[config.mk]
export PLATFORM = sky130hd
export DESIGN_NAME = fft_sample_framer
export DESIGN_NICKNAME = d
export VERILOG_FILES = /design/src/rtl/fft_pkg.sv /design/src/rtl/fft_frame_bank.sv /design/src/rtl/fft_sample_framer.sv
export SDC_FILE = /design/constraint.sdc
export NUM_CORES = 1
export LEC_CHECK = 0
export ABC_AREA = 1
export BUFFER_PORTS_ARGS = -buffer_cell sky130_fd_sc_hd__buf_4
export CORE_AREA = 2 2 83 85
export CTS_CLUSTER_DIAMETER = 50
export DETAILED_ROUTE_END_ITERATION = 10
export DIE_AREA = 0 0 85 87
export PLACE_DENSITY_LB_ADDON = 0.2
export SYNTH_ARGS = -nofsm -noshare
export SYNTH_HDL_FRONTEND = slang
export SYNTH_SLANG_ARGS = --single-unit
[constraint.sdc]
create_clock -name clk -period 1.56 [get_ports clk]
set_input_delay 0.312 -clock clk [delete_from_list [all_inputs] [get_ports clk]]
set_output_delay 0.312 -clock clk [all_outputs]
set_load 0.05 [all_outputs]
[src/rtl/fft_pkg.sv]
// Shared FFT datapath constants and the sample element type.
// The framer and its bank sub-module take their default sizes from here.
package fft_pkg;
   localparam int unsigned FFT_N  = 4;
   localparam int unsigned FFT_SW = 2;
   localparam int unsigned FFT_OW = 4;

   typedef logic [FFT_SW-1:0] fft_sample_t;
endpackage

[src/rtl/fft_frame_bank.sv]
// One frame of N sample registers with an indexed write port and a full parallel read port.
// The framer instantiates this twice to form its ping-pong buffer.
module fft_frame_bank
   import fft_pkg::*;
#(
   parameter int unsigned N  = FFT_N,
   parameter int unsigned SW = FFT_SW,
   localparam int unsigned IW = (N > 1) ? $clog2(N) : 1
) (
   input  logic          clk,
   input  logic          rst_n,
   input  logic          we,
   input  logic [IW-1:0] idx,
   input  logic [SW-1:0] wdata,
   output logic [SW-1:0] q [N-1:0]
);

   always_ff @(posedge clk or negedge rst_n) begin
      if (!rst_n) begin
         for (int i = 0; i < N; i++) q[i] <= '0;
      end else if (we) begin
         q[idx] <= wdata;
      end
   end

endmodule

[src/rtl/fft_sample_framer.sv]
// Serial-to-parallel framer feeding fft_n4: packs N samples per frame into a two-bank buffer.
// Define FFT_FRAMER_SOF_ALIGN_EN to add the s_sof realignment input and the drop_cnt output.
module fft_sample_framer
   import fft_pkg::*;
#(
   parameter int unsigned N  = FFT_N,
   parameter int unsigned SW = FFT_SW,
   parameter int unsigned CW = 16
) (
   input  logic          clk,
   input  logic          rst_n,
   input  logic          s_valid,
   output logic          s_ready,
   input  logic [SW-1:0] s_data,
`ifdef FFT_FRAMER_SOF_ALIGN_EN
   input  logic          s_sof,
   output logic [CW-1:0] drop_cnt,
`endif
   output logic          f_valid,
   input  logic          f_ready,
   output logic [SW-1:0] f_x [N-1:0],
   output logic [CW-1:0] frame_cnt
);

   localparam int unsigned IW = (N > 1) ? $clog2(N) : 1;

   logic [1:0]    full_q;
   logic          wr_bank_q;
   logic          rd_bank_q;
   logic [IW-1:0] idx_q;
   logic [CW-1:0] frame_cnt_q;
   logic [IW-1:0] wr_idx;
   logic          accept;
   logic          handoff;
   logic          last;
   logic [SW-1:0] bank0_x [N-1:0];
   logic [SW-1:0] bank1_x [N-1:0];

   // s_ready depends only on registered state, so f_ready never reaches it combinationally.
   assign s_ready = !full_q[wr_bank_q];
   assign f_valid = full_q[rd_bank_q];
   assign accept  = s_valid && s_ready;
   assign handoff = f_valid && f_ready;

`ifdef FFT_FRAMER_SOF_ALIGN_EN
   logic [CW-1:0] drop_cnt_q;
   logic          restart;

   // A start-of-frame marker forces the write to slot 0, abandoning any partial frame.
   assign wr_idx   = (accept && s_sof) ? '0 : idx_q;
   assign restart  = accept && s_sof && (idx_q != '0);
   assign drop_cnt = drop_cnt_q;

   always_ff @(posedge clk or negedge rst_n) begin
      if (!rst_n) begin
         drop_cnt_q <= '0;
      end else if (restart) begin
         drop_cnt_q <= drop_cnt_q + CW'(1);
      end
   end
`else
   assign wr_idx = idx_q;
`endif

   assign last = (wr_idx == IW'(N - 1));

   // Completion always targets the non-full write bank and handoff the full read bank,
   // so the two full_q updates below never touch the same bit.
   always_ff @(posedge clk or negedge rst_n) begin
      if (!rst_n) begin
         full_q      <= '0;
         wr_bank_q   <= 1'b0;
         rd_bank_q   <= 1'b0;
         idx_q       <= '0;
         frame_cnt_q <= '0;
      end else begin
         if (accept) begin
            if (last) begin
               full_q[wr_bank_q] <= 1'b1;
               wr_bank_q         <= !wr_bank_q;
               idx_q             <= '0;
            end else begin
               idx_q <= wr_idx + IW'(1);
            end
         end
         if (handoff) begin
            full_q[rd_bank_q] <= 1'b0;
            rd_bank_q         <= !rd_bank_q;
            frame_cnt_q       <= frame_cnt_q + CW'(1);
         end
      end
   end

   fft_frame_bank #(
      .N  (N),
      .SW (SW)
   ) u_bank0 (
      .clk   (clk),
      .rst_n (rst_n),
      .we    (accept && !wr_bank_q),
      .idx   (wr_idx),
      .wdata (s_data),
      .q     (bank0_x)
   );

   fft_frame_bank #(
      .N  (N),
      .SW (SW)
   ) u_bank1 (
      .clk   (clk),
      .rst_n (rst_n),
      .we    (accept && wr_bank_q),
      .idx   (wr_idx),
      .wdata (s_data),
      .q     (bank1_x)
   );

   always_comb begin
      for (int i = 0; i < N; i++) f_x[i] = rd_bank_q ? bank1_x[i] : bank0_x[i];
   end

   assign frame_cnt = frame_cnt_q;

endmodule

# Word-level counts from Yosys, hierarchy flattened
# Index checks and enable logic that the tools add are counted.
word_totals:
  register_bits: 38
  latch_bits: 0
  mem_bits_rw: 0
  romBits: 0
  n_memories: 0
classes:
  addsub: 2
  n_mul: 0
  div: 0
  order_cmp: 6
  eq_ne: 1
  shifts: 0
  muxes: 20
  bitwise_logic: 3
  n_reduce_logical: 11
ops:
  columns: ["cell", "n"]
  rows:
  - ["two-way mux 2 bit", 9]
  - ["adder 16 x 1 -> 16 bit, second input constant", 1]
  - ["bitwise mux 8 bit", 2]
  - ["logical AND 1 bit", 7]
  - ["two-way mux 1 bit", 6]
  - ["demux 2 bit (select 2 bit)", 1]
  - ["< comparator 1 x 2 -> 1 bit, second input constant", 2]
  - ["logical NOT 1 bit", 3]
  - ["< comparator 2 x 3 -> 1 bit, second input constant", 1]
  - ["adder 2 x 1 -> 2 bit, second input constant", 1]
  - ["AND 2 bit", 1]
  - ["demux 1 bit (select 1 bit)", 2]
  - ["equality test 2 bit, second input constant", 1]
  - [">= comparator 1 bit, second input constant", 2]
  - [">= comparator 2 x 1 -> 1 bit, second input constant", 1]
  - ["inverter 2 bit", 1]
  - ["OR 2 bit", 1]
  - ["AND reduction 2 bit", 1]

# Logic depth before layout (Yosys ltp)
logic_depth:
  depth_word: 9
  ltp_mapped: 9
  ltp_nobuf: 9

# Hierarchy
# From an unflattened synthesis, not the netlist that was laid out.
unflattened:
  cells_unflattened: 250
  area_unflattened_um2: 2019.4
by_module_without_submodules:
  columns: ["module", "n_inst", "cells_per_inst", "area_per_inst_um2", "seq_area_each_um2"]
  rows:
  - ["fft_sample_framer", 1, 166, 1236.2, 550.5]
  - ["fft_frame_bank", 2, 42, 391.6, 200.2]

# Worst setup path after synthesis
# Ideal clock, no wire load.
synth_path:
  path_kind: "reg-to-reg"
  from: "register frame_cnt_q[0] (netlist: frame_cnt[0])"
  to: "register frame_cnt_q[10] (netlist: frame_cnt[10])"
  t_arrival_ns: 1.595
  t_required_ns: 1.437
  path_slack_ns: -0.158
  path_stages_with_launch: 8
  path_cell_list: "dfrtp_1 -> ha_1 -> nand2_1 -> nor2_1 -> nand2_1 -> nor2_8 -> nand2_1 -> xor2_1"
synth_via:
  elab_chain_cells: 1
synth_lines:
  columns: ["element", "line_no", "text"]
  rows:
  - ["from (decl)", "fft_sample_framer.sv:31", "logic [CW-1:0] frame_cnt_q;"]
  - ["from (signal assigned)", "fft_sample_framer.sv:89", "frame_cnt_q <= frame_cnt_q + CW'(1);"]
  - ["adder 16 x 1 -> 16 bit", "fft_sample_framer.sv:89", null]
# No other way between the ends.
# A chain may end at the register's enable or synchronous reset.

==> metrics <==
Cells after DPL=338; Starting DRT DRC Count=68; Die Y=87 um; worst setup path class=flip-flop to output pin; Clock Skew=0.00743 ns; Syn Nets=238; max-cap violations=0; dpl hpwl=2.85 mm; Critical Path AT=1.19 ns; detailed-route DRC error count=0; IO Port Bufs=31; Post-Syn Area per Cell=8.36 sq um; io pins=32; Post-Syn Area=1900 sq um; crit path max fanout=4; Final Routed Wirelength=3.95 mm; P_sw=2.26 mW; YS warnings=0; Synth Area in XOR/XNOR=4.61%; slew margin rel.=66.3%; worst slack, placed=0.121 ns; CP max stage cell=dfrtp_1; Flop pwr share=30.3%; Slew @ Worst Pin=0.505 ns; outcome=finished with violations; initial antenna violation count=0; H-Tree Level Count=2; root buffer cell=clkbuf_8; simple-gate area share of the yosys netlist=29.9%; fillers=684; worst skew pair latency=0.28 ns; Sink Count=38; failing checks=negative hold slack; drt wl/cell=11.3 um; clk slew on worst S/H paths=0.08 ns; Post-Layout Cell Count=350; cell mode on critical path=nand2_1; post-synthesis compound-gate area fraction=5.93%; CTS max path bufs=2; DP Area=2230 sq um; Critical Path RT=1.25 ns; fin. max-slew vios=0; Comb pwr share=49.7%; Crit path largest cell delay=0.40 ns; post-synthesis sequential area ratio=50.1%; largest net degree at the start of global routing=39; adder-cell area share of the yosys netlist=3.30%; CTS Buf Count=5; synthesized instance count=227; sw frac=43.9%; proportion of layout cells with a drive suffix above 1=22.6%; distinct cell type count after synthesis=21; vias in the first global route=1498; P_int=2.89 mW; pwr dens=2100 nW/um^2; Tot Pwr=5.15 mW; Peak Freq=667 MHz; Rows=30; Final Setup Violations=0; Hold Crit Class=input port to asynchronous set/reset pin; TritonRoute pass-1 iters=4; RSZ-0062 raised after global routing=true; Pleak=1.30 nW; final hold slack=-0.00923 ns; global-route wire length before repair=6.97 mm; Hold-fix buffers, CTS=0; detailed-route vias per instance=4.32; vias post-DR=1512; main combinational cell family by area after synthesis=simple AND/OR/NAND/NOR gates; cell breakdown of the critical path=inv_2 -> buf_4 -> nand2_1 -> nand2_1 -> buf_6; Synth-to-Final Area Change=29.2%; final worst slack=0.0612 ns; design area=2450 sq um; Final period util=96.1%; Die Area=7400 sq um; register bit total from synthesis=38; n_diodes=0; Setup crit start kind=flip-flop; Antenna Nets Post-Route=0; final hold viol count=11; All-Layer GR Usage=11.7%; fin nets=280; part of the power in the clock network=20.0%; GPL Wtd Cong=0.762; Peak supply drop=0.00111 V; CTS tree=yes; die width=85 um; shortest period the worst path allows=1.50 ns; Initial Util=28.9%; core area=6570 sq um; nature of the critical path endpoint=output pin; post-synthesis mux area share=0%; Congestion Overflow GR=0
[state kept, by name, summed over array words and instances, names as in the netlist]
name       cells
frame_cnt     16
u_bank0.q      8
u_bank1.q      8
full_q         2
idx_q          2
rd_bank_q      1
wr_bank_q      1
[power groups by stage]
stage	combinational, mW	sequential (mW)	clock, mW
floorplan	1.51	1.77	0
global placement	2.32	1.58	0
detailed placement	2.33	1.59	0
CTS	2.44	1.57	1.07
global route	2.80	1.61	1.12
finish	2.56	1.56	1.03
[per-layer routing]
layer	vias up	GRT usage (%)	wire (um)	share of wire, %
met5	-	0	0	0
met3	2	3.22	129	3.3
met2	20	19.3	1910	48
met1	707	15.2	1880	48
met4	0	3.46	32	0.81
li1	783	-	-	-
[cell families after synthesis]
family / Yosys count
AND/OR/NAND/NOR: 123
flip-flops: 38
buffers and inverters: 29
AO/OA/AOI/OAI: 22
XOR/XNOR: 10
adder cells (fa/ha/maj): 5
[worst max-delay path, delay by kind of cell, from the launching register on]
family	cells	cell delay [ns]
buffers and inverters	3	0.39
DFF	1	0.40
and+or+nand+nor	2	0.12
[cells in the final DEF (no fill, tap or decap), drive strengths merged]
master and count:
nand3 6, clkbuf 6, xor2 8, inv 27, nor3 3, buf 37, a21oi 2, nor2 16
xnor2 2, ha 5, dfrtp 38, nand4 4, nand2 94, o21ai 19, bufinv 2, o21bai 1
[final timing paths]
check,startpoint,to,slack [ns],cells after the start
setup reg to reg,frame_cnt[0],frame_cnt[10],0.13,7
min in group clk,f_ready,frame_cnt[13],0.39,4
setup / recovery,rd_bank_q,f_x[1],0.06,5
max in group asynchronous,rst_n,frame_cnt[1],1.18,1
hold / removal,rst_n,u_bank1.q[4],-0.009,1
hold reg to reg,u_bank0.q[7],u_bank0.q[7],0.49,2
[layout make-up]
| cell class | count | area, sq um | share of cell area, % |
|---|---|---|---|
| multi-input cells | 160 | 836 | 34.1 |
| clock buffers | 6 | 82.6 | 3.37 |
| well taps | 80 | 100 | 4.08 |
| flip-flops and latches | 38 | 953 | 38.9 |
| clock inverters | 2 | 60.1 | 2.45 |
| repair buffers | 37 | 319 | 13.0 |
| inverters | 27 | 101 | 4.13 |
[repair_timing]
item | CTS | global route
pin swaps | 0 | 2
gates resized for setup | 6 | 9
cloned | 0 | 1
endpoints found under the setup margin | 8 | 11
endpoints found under the hold margin | 0 | 0
setup buffers | 1 | 2
[synth_stat cells]
master,n,area share (%)
nor2_1,12,2.4
nor2_4,3,1.8
o21bai_1,1,0.40
o21ai_1,16,4.2
nand3_1,6,1.6
a21oi_1,2,0.53
nand2_2,3,0.99
xnor2_1,2,0.92
xor2_1,8,3.7
ha_1,5,3.3
nor3_1,3,0.79
nor2_8,1,1.1
nand2_1,87,17
nand2_4,3,1.8
nand2_8,1,1.1
dfrtp_1,38,50
o21ai_0,3,0.79
clkbuf_1,1,0.20
nand4_1,4,1.3
buf_6,1,0.59
inv_1,27,5.3
[through the flow]
step	utilization, %	setup TNS, ns
2_1_floorplan	-	0
3_3_place_gp	34.0	0
3_5_place_dp	34.0	0
4_1_cts	36.6	0
5_1_grt	37.3	-0.0420
6_report	37.3	0
Note: power is estimated with default switching activity, not from simulation.
